===== config.mk =====
export PLATFORM = sky130hd
export DESIGN_NAME = el2_exu_div_transmitter_flat
export DESIGN_NICKNAME = d
export VERILOG_FILES = /design/src/rtl/el2_exu_div_transmitter_if.sv /design/src/rtl/el2_exu_div_transmitter.sv /design/src/flat_wrapper.sv
export SDC_FILE = /design/constraint.sdc
export NUM_CORES = 1
export LEC_CHECK = 0
export BUFFER_PORTS_ARGS = -buffer_cell sky130_fd_sc_hd__buf_4
export CAP_MARGIN = 10
export CELL_PAD_IN_SITES_DETAIL_PLACEMENT = 2
export CELL_PAD_IN_SITES_GLOBAL_PLACEMENT = 2
export CORE_UTILIZATION = 29
export CTS_CLUSTER_SIZE = 40
export DETAILED_ROUTE_END_ITERATION = 10
export PLACE_DENSITY_LB_ADDON = 0.15
export REMOVE_ABC_BUFFERS = 1
export SYNTH_ARGS = -nofsm -noshare
export SYNTH_HDL_FRONTEND = slang
export SYNTH_SLANG_ARGS = --single-unit

===== constraint.sdc =====
create_clock -name clk -period 1.66 [get_ports clk]
set_input_delay 0.166 -clock clk [delete_from_list [all_inputs] [get_ports clk]]
set_output_delay 0.166 -clock clk [all_outputs]
set_load 0.1 [all_outputs]

===== src/rtl/el2_exu_div_transmitter_if.sv =====
`default_nettype none
// ============================================================================
// Module      : el2_exu_div_transmitter_if
// Description : Signal bundle for the divider NoC transmit link. It carries
//               two groups of signals:
//               - request side: in_valid/in_ready, dividend, divisor,
//                 div_signed, div_rem and flush, coming from the EXU issue
//                 logic;
//               - flit side: flit_valid/flit_ready, flit_data and flit_last,
//                 going to node_port.up, plus the busy and sent status.
//               master : environment view. It drives requests and consumes
//                        flits.
//               slave  : transmitter view. It accepts requests and produces
//                        flits.
// Revision    : 1.0 - initial release
// ============================================================================
interface el2_exu_div_transmitter_if #(
  parameter int FLIT_BITS = 32
);
  // request side
  logic                 in_valid;
  logic                 in_ready;
  logic [31:0]          dividend;
  logic [31:0]          divisor;
  logic                 div_signed;
  logic                 div_rem;
  logic                 flush;
  // flit side (node_port.up)
  logic                 flit_valid;
  logic                 flit_ready;
  logic [FLIT_BITS-1:0] flit_data;
  logic                 flit_last;
  // status
  logic                 busy;
  logic                 sent;

  modport master (
    output in_valid, dividend, divisor, div_signed, div_rem, flush, flit_ready,
    input  in_ready, flit_valid, flit_data, flit_last, busy, sent
  );

  modport slave (
    input  in_valid, dividend, divisor, div_signed, div_rem, flush, flit_ready,
    output in_ready, flit_valid, flit_data, flit_last, busy, sent
  );
endinterface
`default_nettype wire


===== src/rtl/el2_exu_div_transmitter.sv =====
`default_nettype none
// ============================================================================
// Module      : el2_exu_div_transmitter
// Description : Transmit side of the divider NoC link. The module accepts
//               one divide request with a valid/ready handshake and packs it
//               as {div_rem, div_signed, dividend, divisor}. It zero-pads the
//               packet to NUM_FLITS*FLIT_BITS bits and sends it LSB-first as
//               flits, marking the final flit with flit_last.
//
//               A flush does not truncate a packet that is in flight, so the
//               receiver framing stays intact. The flush only sets a cancel
//               flag, and that flag suppresses the sent pulse.
//
//               A new request can load in the same cycle as the last-flit
//               handshake, so consecutive packets have no bubble between
//               them.
// Ports       : clk    - NoC clock; all state changes on the rising edge
//               rst    - synchronous, active-high reset
//               bus    - el2_exu_div_transmitter_if.slave. It carries the
//                        request handshake, the operands and flush, the flit
//                        channel, and the busy/sent status.
// Revision    : 1.0 - initial release
// ============================================================================
module el2_exu_div_transmitter #(
  parameter int PACKET_BITS = 66,
  parameter int FLIT_BITS   = 32
) (
  input  wire logic                  clk,
  input  wire logic                  rst,
  el2_exu_div_transmitter_if.slave   bus
);

  // Derived framing constants.
  localparam int c_NUM_FLITS  = (PACKET_BITS + FLIT_BITS - 1) / FLIT_BITS;
  localparam int c_SHREG_BITS = c_NUM_FLITS * FLIT_BITS;
  localparam int c_CNT_BITS   = (c_NUM_FLITS > 1) ? $clog2(c_NUM_FLITS) : 1;

  localparam logic [c_CNT_BITS-1:0] c_LAST_CNT      = c_CNT_BITS'(c_NUM_FLITS - 1);
  localparam logic                  c_FIRST_IS_LAST = (c_NUM_FLITS == 1);

  typedef enum logic [0:0] {
    ST_IDLE = 1'b0,
    ST_SEND = 1'b1
  } state_t;

  state_t                  r_state;
  logic [c_SHREG_BITS-1:0] r_shreg;
  logic [c_CNT_BITS-1:0]   r_cnt;
  logic                    r_cancel;
  logic                    r_flit_valid;
  logic                    r_flit_last;
  logic                    r_sent;

  logic                    w_flit_hs;
  logic                    w_last_hs;
  logic                    w_in_ready;
  logic                    w_accept;
  logic [PACKET_BITS-1:0]  w_packet;
  logic [c_SHREG_BITS-1:0] w_load;
  logic [c_CNT_BITS-1:0]   w_cnt_next;

  // --------------------------------------------------------------------------
  // Handshake decode
  // --------------------------------------------------------------------------
  assign w_flit_hs = r_flit_valid && bus.flit_ready;
  assign w_last_hs = w_flit_hs && r_flit_last;

  // in_ready opens on the last-flit handshake so that the next packet can
  // load with no bubble. This makes in_ready depend on flit_ready
  // combinationally. flit_valid and flit_data come from registers only.
  assign w_in_ready = (r_state == ST_IDLE) || w_last_hs;
  assign w_accept   = bus.in_valid && w_in_ready;

  assign w_cnt_next = r_cnt + 1'b1;

  // Packed request. The upper bits of the shift register are zero padding.
  assign w_packet = PACKET_BITS'({bus.div_rem, bus.div_signed, bus.dividend, bus.divisor});

  always_comb begin
    w_load                  = '0;
    w_load[PACKET_BITS-1:0] = w_packet;
  end

  // --------------------------------------------------------------------------
  // Control and datapath
  // --------------------------------------------------------------------------
  always_ff @(posedge clk) begin
    if (rst) begin
      // Reset abandons any packet in flight immediately.
      r_state      <= ST_IDLE;
      r_shreg      <= '0;
      r_cnt        <= '0;
      r_cancel     <= 1'b0;
      r_flit_valid <= 1'b0;
      r_flit_last  <= 1'b0;
      r_sent       <= 1'b0;
    end else begin
      r_sent <= 1'b0;
      case (r_state)
        ST_IDLE: begin
          // A flush has no effect in IDLE, and a request presented in the
          // same cycle as the flush is still accepted.
          if (w_accept) begin
            r_state      <= ST_SEND;
            r_shreg      <= w_load;
            r_cnt        <= '0;
            r_cancel     <= 1'b0;
            r_flit_valid <= 1'b1;
            r_flit_last  <= c_FIRST_IS_LAST;
          end
        end

        ST_SEND: begin
          // A flush marks the packet in flight as cancelled. All of its
          // flits are still sent. The assignment to r_cancel in the reload
          // path below overrides this one, so a flush never carries over
          // into a newly loaded packet.
          if (bus.flush) begin
            r_cancel <= 1'b1;
          end

          if (w_last_hs) begin
            // A flush in this same cycle cancels the completing packet.
            r_sent <= ~(r_cancel | bus.flush);
            if (bus.in_valid) begin
              r_shreg      <= w_load;
              r_cnt        <= '0;
              r_cancel     <= 1'b0;
              r_flit_valid <= 1'b1;
              r_flit_last  <= c_FIRST_IS_LAST;
            end else begin
              r_state      <= ST_IDLE;
              r_shreg      <= '0;
              r_cnt        <= '0;
              r_cancel     <= 1'b0;
              r_flit_valid <= 1'b0;
              r_flit_last  <= 1'b0;
            end
          end else if (w_flit_hs) begin
            r_shreg     <= r_shreg >> FLIT_BITS;
            r_cnt       <= w_cnt_next;
            r_flit_last <= (w_cnt_next == c_LAST_CNT);
          end
        end

        default: begin
          r_state      <= ST_IDLE;
          r_flit_valid <= 1'b0;
          r_flit_last  <= 1'b0;
        end
      endcase
    end
  end

  // --------------------------------------------------------------------------
  // Outputs
  // --------------------------------------------------------------------------
  assign bus.in_ready   = w_in_ready;
  assign bus.flit_valid = r_flit_valid;
  assign bus.flit_data  = r_shreg[FLIT_BITS-1:0];
  assign bus.flit_last  = r_flit_last;
  assign bus.busy       = (r_state == ST_SEND);
  assign bus.sent       = r_sent;

endmodule
`default_nettype wire


===== src/flat_wrapper.sv =====
// flat-port wrapper written by rule: the top's interface ports become plain ports
module el2_exu_div_transmitter_flat 
#(
  parameter int PACKET_BITS = 66,
  parameter int FLIT_BITS   = 32
)
  (clk, rst, bus_in_valid, bus_dividend, bus_divisor, bus_div_signed, bus_div_rem, bus_flush, bus_flit_ready, bus_in_ready, bus_flit_valid, bus_flit_data, bus_flit_last, bus_busy, bus_sent);
  el2_exu_div_transmitter_if #(.FLIT_BITS(FLIT_BITS)) bus_i ();
  input  wire logic clk;
  input  wire logic rst;
  input wire logic [$bits(bus_i.in_valid)-1:0] bus_in_valid;
  input wire logic [$bits(bus_i.dividend)-1:0] bus_dividend;
  input wire logic [$bits(bus_i.divisor)-1:0] bus_divisor;
  input wire logic [$bits(bus_i.div_signed)-1:0] bus_div_signed;
  input wire logic [$bits(bus_i.div_rem)-1:0] bus_div_rem;
  input wire logic [$bits(bus_i.flush)-1:0] bus_flush;
  input wire logic [$bits(bus_i.flit_ready)-1:0] bus_flit_ready;
  output wire logic [$bits(bus_i.in_ready)-1:0] bus_in_ready;
  output wire logic [$bits(bus_i.flit_valid)-1:0] bus_flit_valid;
  output wire logic [$bits(bus_i.flit_data)-1:0] bus_flit_data;
  output wire logic [$bits(bus_i.flit_last)-1:0] bus_flit_last;
  output wire logic [$bits(bus_i.busy)-1:0] bus_busy;
  output wire logic [$bits(bus_i.sent)-1:0] bus_sent;
  assign bus_i.in_valid = bus_in_valid;
  assign bus_i.dividend = bus_dividend;
  assign bus_i.divisor = bus_divisor;
  assign bus_i.div_signed = bus_div_signed;
  assign bus_i.div_rem = bus_div_rem;
  assign bus_i.flush = bus_flush;
  assign bus_i.flit_ready = bus_flit_ready;
  assign bus_in_ready = bus_i.in_ready;
  assign bus_flit_valid = bus_i.flit_valid;
  assign bus_flit_data = bus_i.flit_data;
  assign bus_flit_last = bus_i.flit_last;
  assign bus_busy = bus_i.busy;
  assign bus_sent = bus_i.sent;
  el2_exu_div_transmitter #(.PACKET_BITS(PACKET_BITS), .FLIT_BITS(FLIT_BITS)) u_core (.clk(clk), .rst(rst), .bus(bus_i));
endmodule

==> results of run 1 <==
[flip-flops by register name, summed over array words and instances, names as in the netlist]
| signal | flops |
|---|---|
| u_core.r_shreg | 66 |
| u_core.r_cnt | 2 |
| u_core.bus.busy | 1 |
| u_core.bus.flit_last | 1 |
| u_core.bus.flit_valid | 1 |
| u_core.bus.sent | 1 |
| u_core.r_cancel | 1 |
[layer usage]
| metal | share of wire [%] | wire (um) | global-route usage (%) | vias to the layer above |
|---|---|---|---|---|
| met5 | 0 | 0 | 0 | - |
| met4 | 0.85 | 92 | 4.29 | 0 |
| met2 | 50 | 5410 | 32.5 | 68 |
| met3 | 3.9 | 420 | 4.29 | 7 |
| li1 | - | - | - | 1469 |
| met1 | 45 | 4940 | 23.7 | 1467 |
[logic make-up after synthesis]
family,after synthesis
AO/OA/AOI/OAI,141
adder cells (fa/ha/maj),1
buffers and inverters,72
flip-flops,73
AND/OR/NAND/NOR,90
[layout make-up]
type | instances | area [um2]
repair buffers | 126 | 1010
inverters | 2 | 7.51
clock inverters | 6 | 57.6
multi-input cells | 232 | 1480
well taps | 143 | 179
clock buffers | 10 | 239
fillers | 1315 | 6980
flip-flops and latches | 73 | 1460
[cell usage after synthesis (2+ instances only)]
library cell,number,area share (%)
sky130_fd_sc_hd__buf_6,5,1.7
sky130_fd_sc_hd__buf_4,37,8.2
sky130_fd_sc_hd__inv_1,2,0.22
sky130_fd_sc_hd__nor2b_1,35,6.5
sky130_fd_sc_hd__o21ai_0,59,8.7
sky130_fd_sc_hd__nand2_1,2,0.22
sky130_fd_sc_hd__nand3_1,4,0.59
sky130_fd_sc_hd__a22o_1,32,8.3
sky130_fd_sc_hd__a211oi_1,34,7.5
sky130_fd_sc_hd__o21ai_1,9,1.3
sky130_fd_sc_hd__nor2_1,3,0.33
sky130_fd_sc_hd__buf_2,13,1.9
sky130_fd_sc_hd__clkbuf_1,14,1.6
sky130_fd_sc_hd__a21oi_1,5,0.74
sky130_fd_sc_hd__nor3_1,35,5.2
sky130_fd_sc_hd__dfxtp_1,73,43
sky130_fd_sc_hd__nand2b_1,2,0.37
[worst max-delay path, delay by kind of cell, from the launching register on]
| family | cells | cell delay (ns) |
|---|---|---|
| flops | 1 | 0.44 |
| simple gates | 2 | 0.42 |
| buf+inv | 1 | 0.23 |
[cell usage in the layout, fill, tap and decap left out, types with 3 or more instances in the layout]
cell / synthesis / final
sky130_fd_sc_hd__buf_6: 5 / 3
sky130_fd_sc_hd__nand3_1: 4 / 3
sky130_fd_sc_hd__o21ai_0: 59 / 59
sky130_fd_sc_hd__clkinv_2: 0 / 4
sky130_fd_sc_hd__nor2b_1: 35 / 34
sky130_fd_sc_hd__buf_4: 37 / 119
sky130_fd_sc_hd__dfxtp_1: 73 / 72
sky130_fd_sc_hd__nor3_1: 35 / 35
sky130_fd_sc_hd__o21ai_1: 9 / 9
sky130_fd_sc_hd__buf_12: 0 / 4
sky130_fd_sc_hd__a22o_1: 32 / 32
sky130_fd_sc_hd__clkbuf_16: 0 / 9
sky130_fd_sc_hd__nor2_1: 3 / 3
sky130_fd_sc_hd__a211oi_1: 34 / 34
sky130_fd_sc_hd__a21oi_1: 5 / 4
[report_power, final]
group	leakage [nW]	switching, mW	internal, mW
clock	0.148	0.728	1.19
combinational	1.12	0.833	0.388
sequential	0.602	0.0703	1.88
total	1.87	1.63	3.46
[path summary, 6_finish.rpt]
check / from / to / slack [ns]
worst min register to register: u_core.r_cancel / u_core.bus.sent / 0.46
worst min-delay path: bus_flush / u_core.bus.sent / 0.01
worst max register to register: u_core.bus.busy / u_core.r_shreg[36] / 0.10
worst max-delay path: u_core.bus.flit_last / bus_in_ready / 0.08
[per-stage QoR]
step / instance area [um2] / setup TNS, ns / worst slack [ns] / hold slack, ns / util [%]
finish: 4440 / 0 / 0.0750 / 0.0147 / 38.9
detailed placement: 4130 / 0 / 0.0746 / 0.355 / 36.2
floorplan: 2930 / -105.52 / -1.87 / 0.235 / -
CTS: 4430 / 0 / 0.0144 / 0.00256 / 38.8
global route: 4440 / 0 / 0.00314 / 0.00756 / 38.9
global placement: 4130 / 0 / 0.196 / 0.354 / 36.2
==> impl_metrics.json, run 1 <==
{
  "p_total_mw": 5.09,
  "routed_via_density": 5.09,
  "maxCapViolCount": 0,
  "dr.first_iter.drc_count": 111,
  "max-clock-path-buffers": 2,
  "r2r.worst_path.cells": 4,
  "antenna_left": 0,
  "hold_path.class": "in2reg",
  "netlist_area_um2": 3380,
  "postCtsSetupRepairBufs": 0,
  "worst-path-max-fanout": 9,
  "post_drt_wl_per_cell_um": 18.3,
  "synth.lib_cells_used.distinct": 30,
  "place_inst": 576,
  "worst_hold_path.num_cells": 2,
  "place_congestion": 0.680,
  "outcome": "complete, no violations",
  "clk_pin_slew_worst_paths_ns": 0.05,
  "timing.critical_path.to_type": "output pin",
  "initial_utilization_pct": 29.6,
  "cp_cell_sequence": "nand3_1 -> nand2_1 -> buf_6",
  "cp_data_required_time_ns": 1.49,
  "count_of_input_and_output_buffers": 107,
  "cts_inserted_buffers": 9,
  "yosys_register_bits": 73,
  "pin_count_of_the_biggest_net_entering_global_routing": 37,
  "initial_antenna_violation_count": 0,
  "critPathLaunchType": "flop",
  "hold_viol_final": 0,
  "synth.mux.area_fraction_pct": 0,
  "critPathMaxStageDelay_ns": 0.44,
  "arrival_ns": 1.42,
  "place.detailed.hpwl_mm": 7.18,
  "top_achievable_clock_speed_mhz": 631,
  "first_pass_detailed_route_iteration_total": 4,
  "tightestPinTransition_ns": 0.666,
  "post_synthesis_adder_cell_area_fraction_pct": 0.370,
  "fp.dieW_um": 110,
  "clock_tree.root_cell": "sky130_fd_sc_hd__clkbuf_16",
  "synth-seq-area-share_pct": 43.2,
  "die_y_um": 110,
  "setup_viol_count_final": 0,
  "ys_dominant_reg_cell": "sky130_fd_sc_hd__dfxtp_1",
  "cts.sink_count": 73,
  "post_layout_nonfiller_instances": 592,
  "post_synth_edffs": 0,
  "static-leakage-power_nw": 1.87,
  "synth_top_family_by_area": "compound AO/OA/AOI/OAI gates",
  "cts_max_level": 3,
  "maxSlewViolCount": 0,
  "critPathSlowestCell": "sky130_fd_sc_hd__dfxtp_2",
  "wire_length_of_the_first_global_routing_pass_mm": 17.0,
  "min_period_over_period_pct": 95.5,
  "io_pins": 108,
  "synth-warning-count": 0,
  "synth_area_per_cell_um2": 8.98,
  "syn2layout_area_growth_pct": 31.1,
  "ys_async_sr_fraction_pct": 0,
  "overall_fraction_of_global_route_tracks_in_use_pct": 18.8,
  "post-route-drc-count": 0,
  "post_synthesis_cell_count": 377,
  "ctsHoldBuffers": 0,
  "globalRoute.totalOverflow": 0,
  "tritoncts": "yes",
  "relSlewSlack_pct": 55.4,
  "cts_resized": 0,
  "first_global_vias": 3195,
  "drive_above_1_share_pct": 33.2,
  "n_diodes": 0,
  "design.die.area_um2": 12100,
  "finClkSkew_ns": 0.00452,
  "critical_path_class": "reg2out",
  "power_per_cell_area_nw_per_um2": 1150,
  "clock_latency_at_the_later_pin_of_the_worst_skew_pair_ns": 0.33,
  "postRouteWirelength_mm": 10.9,
  "floorplan.rows": 39,
  "grt_setup_unrepaired": "no",
  "final.min_clock_period_ns": 1.58,
  "synth-compound-area-share_pct": 27.1,
  "synth_simple_gate_area_share_pct": 15.7,
  "detailroute.via_count": 3011,
  "placeableCoreArea_um2": 11400,
  "final_nets": 516,
  "synthXorXnorAreaFrac_pct": 0,
  "power.ir.vdd_worst_mv": 0.423
}
(Power assumes the default switching activity.)
==> run 2, diff against run 1 <==
CORE_ASPECT_RATIO = 0.9   (was default)
CORE_UTILIZATION = 30   (was 29)
CTS_BUF_LIST = sky130_fd_sc_hd__clkbuf_4 sky130_fd_sc_hd__clkbuf_8   (was default)
==> run 2 against run 1 <==
Sequential cell count is the same. Global-route usage up 0.83 points. Sequential share of layout area increased by 0.22 points. Total power decreased by 6.8%. Critical endpoint unchanged. Final cell count rose by 2.2%. Worst setup slack better by 0.033 ns. Fmax rose by 2.1%. First-iteration DRC count is 4.5% higher. Non-clock buffer count is 2 higher. Clock power down 19%. Count of clock-buffer cells in the layout shrank 1.
==> impl_metrics.json, run 2 (synthesis results as in run 1) <==
{
  "largest_reg_flops": 66,
  "top_achievable_clock_speed_mhz": 644,
  "whs_endpoint": "u_core.r_shreg[49]",
  "critPathLaunchType": "flop",
  "grt_setup_unrepaired": "no",
  "maxCapViolCount": 0,
  "cts_inserted_buffers": 9,
  "placeableCoreArea_um2": 10900,
  "wire_length_of_the_first_global_routing_pass_mm": 17.3,
  "worst-r2r-setup-slack_ns": 0.12,
  "arrival_ns": 1.39,
  "power_per_cell_area_nw_per_um2": 1070,
  "critPathSlowestCell": "sky130_fd_sc_hd__dfxtp_1",
  "maxSlewViolCount": 0,
  "cp_cell_sequence": "buf_4 -> nand3_2 -> nand2_1 -> buf_4",
  "cts_max_level": 3,
  "cp_data_required_time_ns": 1.49,
  "pin_count_of_the_biggest_net_entering_global_routing": 44,
  "final.setup.tns_ns": 0,
  "met2_wirelength_mm": 5.53,
  "cell_internal_pwr_mw": 3.11,
  "tritoncts": "yes",
  "tightestPinTransition_ns": 0.667,
  "critPathTopFamily": "buffers and inverters",
  "routed_via_density": 5.08,
  "initial_utilization_pct": 31.0,
  "final_cell_mix": "sky130_fd_sc_hd__buf_4 (121), sky130_fd_sc_hd__dfxtp_1 (72), sky130_fd_sc_hd__o21ai_0 (58), sky130_fd_sc_hd__nor3_1 (35)",
  "postLayoutCoreUtil_pct": 40.5,
  "p_sw_mw": 1.63,
  "outcome": "complete, no violations",
  "postRouteWirelength_mm": 11.3,
  "finish.instance_area_um2": 4420,
  "hold_viol_final": 0,
  "layout_top_registers": "u_core.r_shreg x66, u_core.r_cnt x2",
  "met3_wire_length_um": 663,
  "io_pins": 108,
  "critical_path_class": "reg2out",
  "die_y_um": 103,
  "globalRoute.totalOverflow": 0,
  "finClkSkew_ns": 0.0109,
  "worst_path_most_repeated_cell": "sky130_fd_sc_hd__buf_4",
  "hold_path.class": "in2reg",
  "met1_length_mm": 4.95,
  "critPathMaxStageDelay_ns": 0.34,
  "antenna_left": 0,
  "clock_tree.root_cell": "sky130_fd_sc_hd__clkbuf_8",
  "place_ws_ns": -0.331,
  "post-route-drc-count": 0,
  "n_diodes": 0,
  "design.die.area_um2": 11700,
  "max-clock-path-buffers": 2,
  "worstPathBufferInverterCount": 2,
  "worst-path-max-fanout": 5,
  "detailroute.via_count": 3075,
  "power_frac_seq_pct": 40.9,
  "timing.critical_path.to_type": "output pin",
  "fp.dieW_um": 114,
  "setup_viol_count_final": 0,
  "power.ir.vdd_worst_mv": 0.438,
  "clockPowerShare_pct": 33.0,
  "dr.first_iter.drc_count": 116,
  "critical_path.reg2reg.startpoint": "u_core.bus.busy",
  "min_period_over_period_pct": 93.5,
  "regToRegEndpoint": "u_core.r_shreg[18]",
  "first_global_vias": 3216,
  "route.top_layer_used": "met4",
  "holdCritStartpoint": "bus_dividend[17]",
  "count_of_input_and_output_buffers": 107,
  "worst_hold_path.num_cells": 2,
  "clk_pin_slew_worst_paths_ns": 0.09,
  "final_nets": 520,
  "r2r.worst_path.cells": 4,
  "place_congestion": 0.742,
  "floorplan.rows": 36,
  "layout_setup_ws_ns": 0.108,
  "static-leakage-power_nw": 1.84,
  "netSwitchingFraction_pct": 34.5,
  "num-fill-cells": 1233,
  "detailed_place.area_um2": 4110,
  "initial_antenna_violation_count": 0,
  "final.min_clock_period_ns": 1.55,
  "first_pass_detailed_route_iteration_total": 4,
  "syn2layout_area_growth_pct": 30.5,
  "overall_fraction_of_global_route_tracks_in_use_pct": 19.7,
  "place.detailed.hpwl_mm": 7.19,
  "pwr-share-comb_pct": 26.1,
  "post_drt_wl_per_cell_um": 18.7,
  "layout_commonest_cell": "sky130_fd_sc_hd__buf_4",
  "clock_latency_at_the_later_pin_of_the_worst_skew_pair_ns": 0.35,
  "cts.sink_count": 73,
  "registers.top_by_ff_count": "u_core.r_shreg",
  "relSlewSlack_pct": 55.4,
  "drive_above_1_share_pct": 33.8
}
run 2: changes by cell type in the layout (fill, tap and decap cells not counted), sizes merged:
| cell | previous run | this run |
|---|---|---|
| buf | 126 | 127 |
| dlygate4sd3 | 0 | 1 |
| bufinv | 1 | 2 |
| nor3 | 36 | 37 |
| or2b | 1 | 2 |
| clkbuf | 10 | 9 |
run 2: routing by layer:
metal  GRT usage [%]  vias up
met5               0        -
met2            33.6       77
li1                -     1481
met3            5.70       12
met4            5.59        0
met1            24.2     1505
run 2: power by group through the flow:
stage	sequential, mW	combinational (mW)	clock [mW]
finish	1.94	1.24	1.56
global route	1.96	1.31	1.67
CTS	1.94	1.24	1.60
detailed placement	1.98	1.22	0
global placement	1.98	1.19	0
floorplan	2.48	0.300	0
run 2: worst max-delay path by stage:
stage                          startpoint                 end  slack (ns)  cells after the start
global placement          u_core.bus.busy  u_core.r_shreg[53]       -0.28                      4
detailed placement        u_core.bus.busy  u_core.r_shreg[35]       -0.33                      4
floorplan            u_core.bus.flit_last  u_core.r_shreg[34]       -1.87                      3
CTS                       u_core.bus.busy  u_core.r_shreg[15]        0.04                      4
finish              u_core.bus.flit_valid        bus_in_ready        0.11                      4
global route        u_core.bus.flit_valid        bus_in_ready        0.03                      4
run 2: what timing repair did:
action / in CTS / in global routing
setup buffers: 2 / 0
endpoints found under the hold margin: 1 / 0
cloned: 1 / 1
pin swaps: 1 / 0
hold buffers: 1 / 0
resized for setup: 4 / 4
setup endpoints to repair: 36 / 24
run 2: final cells by class:
| class | instances | area, um2 | share of cell area [%] |
|---|---|---|---|
| multi-input cells | 234 | 1520 | 34.5 |
| well taps | 152 | 190 | 4.31 |
| flip-flops and latches | 73 | 1470 | 33.2 |
| clock buffers | 9 | 124 | 2.81 |
| inverters | 2 | 7.51 | 0.170 |
| clock inverters | 7 | 95.1 | 2.15 |
| repair buffers | 128 | 1010 | 22.9 |
run 2: per-stage QoR:
stage                     power [mW]  instances  hold WS (ns)
after floorplan                 2.78        307         0.235
after global placement          3.17        584         0.350
after detailed placement        3.20        584         0.352
after CTS                       4.79        604       0.00636
after global routing            4.94        605        0.0125
final                           4.74        605        0.0181
==> run 3, diff against run 2 <==
CORE_MARGIN = 3   (was default)
==> run 3 against run 2 <==
Die area rose by 7.5%. Final cell count grew 0.17%. Combinational power about the same. Hold slack better by 0.0030 ns. Total power up 0.23%. Largest cell class unchanged. First-iteration DRC count grew 17%. Clock skew grew 0.0023 ns. Highest routed layer unchanged. Via count rose by 0.33%.
==> impl_metrics.json, run 3 (synthesis results as in run 1) <==
{
  "outcome": "complete, no violations",
  "layout_top_registers": "u_core.r_shreg x66, u_core.r_cnt x2",
  "static-leakage-power_nw": 1.84,
  "layout_setup_ws_ns": 0.110,
  "cp_cell_sequence": "buf_4 -> or2b_2 -> o21ai_1 -> a211oi_1",
  "top_achievable_clock_speed_mhz": 645,
  "postLayoutCoreUtil_pct": 40.3,
  "fp.dieW_um": 118,
  "drive_above_1_share_pct": 33.9,
  "detailroute.via_count": 3085,
  "place_congestion": 0.718,
  "setup_viol_count_final": 0,
  "globalRoute.totalOverflow": 0,
  "tightestPinTransition_ns": 0.478,
  "initial_antenna_violation_count": 0,
  "min_period_over_period_pct": 93.4,
  "seq_area_um2": 1460,
  "critical_path.reg2reg.startpoint": "u_core.bus.busy",
  "maxSlewViolCount": 0,
  "floorplan.rows": 36,
  "critPathLaunchType": "flop",
  "max-clock-path-buffers": 2,
  "largest_reg_flops": 66,
  "tritoncts": "yes",
  "dr.first_iter.drc_count": 136,
  "place.detailed.hpwl_mm": 7.73,
  "critPathSlowestCell": "sky130_fd_sc_hd__dfxtp_1",
  "clock_tree.root_cell": "sky130_fd_sc_hd__clkbuf_8",
  "cts_max_level": 3,
  "arrival_ns": 1.81,
  "maxCapViolCount": 0,
  "syn2layout_area_growth_pct": 29.6,
  "design.die.area_um2": 12600,
  "clock_latency_at_the_later_pin_of_the_worst_skew_pair_ns": 0.35,
  "met1_length_mm": 5.27,
  "worst-path-max-fanout": 18,
  "placeableCoreArea_um2": 10900,
  "pin_count_of_the_biggest_net_entering_global_routing": 37,
  "initial_utilization_pct": 31.0,
  "holdCritStartpoint": "bus_dividend[25]",
  "finClkSkew_ns": 0.0132,
  "hold_viol_final": 0,
  "die_y_um": 107,
  "critical_path_class": "reg2reg",
  "wire_length_of_the_first_global_routing_pass_mm": 19.0,
  "overall_fraction_of_global_route_tracks_in_use_pct": 19.1,
  "power_per_cell_area_nw_per_um2": 1080,
  "cp_data_required_time_ns": 1.92,
  "multi_input_comb_area_um2": 1510,
  "n_diodes": 0,
  "met2_wirelength_mm": 5.95,
  "first_global_vias": 3426,
  "met3_wire_length_um": 628,
  "crit_start": "u_core.bus.busy",
  "first_pass_detailed_route_iteration_total": 4,
  "registers.top_by_ff_count": "u_core.r_shreg",
  "place_ws_ns": -0.0484,
  "layout_commonest_cell": "sky130_fd_sc_hd__buf_4",
  "grt_setup_unrepaired": "no",
  "final_cell_mix": "sky130_fd_sc_hd__buf_4 (127), sky130_fd_sc_hd__dfxtp_1 (72), sky130_fd_sc_hd__o21ai_0 (59), sky130_fd_sc_hd__nor3_1 (35)",
  "fin_worst_hold_slack_ns": 0.0211,
  "clk_pin_slew_worst_paths_ns": 0.09,
  "routed_via_density": 5.09,
  "final_nets": 522,
  "p_total_mw": 4.75,
  "route.top_layer_used": "met4",
  "timing.critical_path.to_type": "flop",
  "post-route-drc-count": 0,
  "io_pins": 108,
  "cts.sink_count": 73,
  "postRouteWirelength_mm": 11.9,
  "post_drt_wl_per_cell_um": 19.7,
  "critPathMaxStageDelay_ns": 0.44,
  "antenna_left": 0,
  "relSlewSlack_pct": 68.1,
  "count_of_input_and_output_buffers": 107,
  "power.ir.vdd_worst_mv": 0.324,
  "hold_path.class": "in2reg",
  "num-fill-cells": 1236,
  "final.min_clock_period_ns": 1.55,
  "cts_inserted_buffers": 9
}
[run 3: routing by layer]
metal	up-vias	GRT usage, %
met5	-	0
met4	0	3.77
met3	6	5.59
met2	86	33.4
met1	1513	23.6
li1	1480	-
[run 3: stage by stage]
step | cells | TNS [ns] | cell area (um2)
after floorplan | 307 | -105.52 | 2930
after global placement | 587 | 0 | 4120
after detailed placement | 587 | -0.576 | 4120
after CTS | 605 | 0 | 4360
after global routing | 606 | 0 | 4390
final | 606 | 0 | 4390
[run 3: worst max-delay path: cells and delay by family (launching register included)]
kind	cells	cell delay, ns
flip-flops	1	0.44
buffers and inverters	1	0.22
AND/OR/NAND/NOR	1	0.36
AO/OA/AOI/OAI	2	0.44
[run 3: area by class of cell]
| class | instances | area share, % |
|---|---|---|
| Tap cell | 152 | 4.33 |
| Inverter | 2 | 0.171 |
| Timing Repair Buffer | 131 | 22.9 |
| Clock inverter | 6 | 2.11 |
| Multi-Input combinational cell | 233 | 34.3 |
| Clock buffer | 9 | 2.82 |
| Sequential cell | 73 | 33.3 |
[run 3: path summary, 6_finish.rpt]
| path | endpoint | slack [ns] | cells after the start |
|---|---|---|---|
| worst max-delay path | u_core.r_shreg[12] | 0.11 | 4 |
| worst min-delay path | u_core.r_shreg[57] | 0.02 | 2 |
| worst max register to register | u_core.r_shreg[12] | 0.11 | 4 |
| worst min register to register | u_core.bus.sent | 0.46 | 1 |
[run 3: report_power, final]
part | switching (mW) | internal (mW)
Clock | 0.719 | 0.846
Sequential | 0.0685 | 1.88
Combinational | 0.855 | 0.390
[run 3: timing repair]
action                                  4_1_cts  5_1_grt
gates cloned                                  0        1
pin swaps                                     1        0
endpoints found under the setup margin       16       26
setup buffers                                 2        0
resized for setup                             1        3
endpoints found under the hold margin         1        0
hold buffers                                  1        0
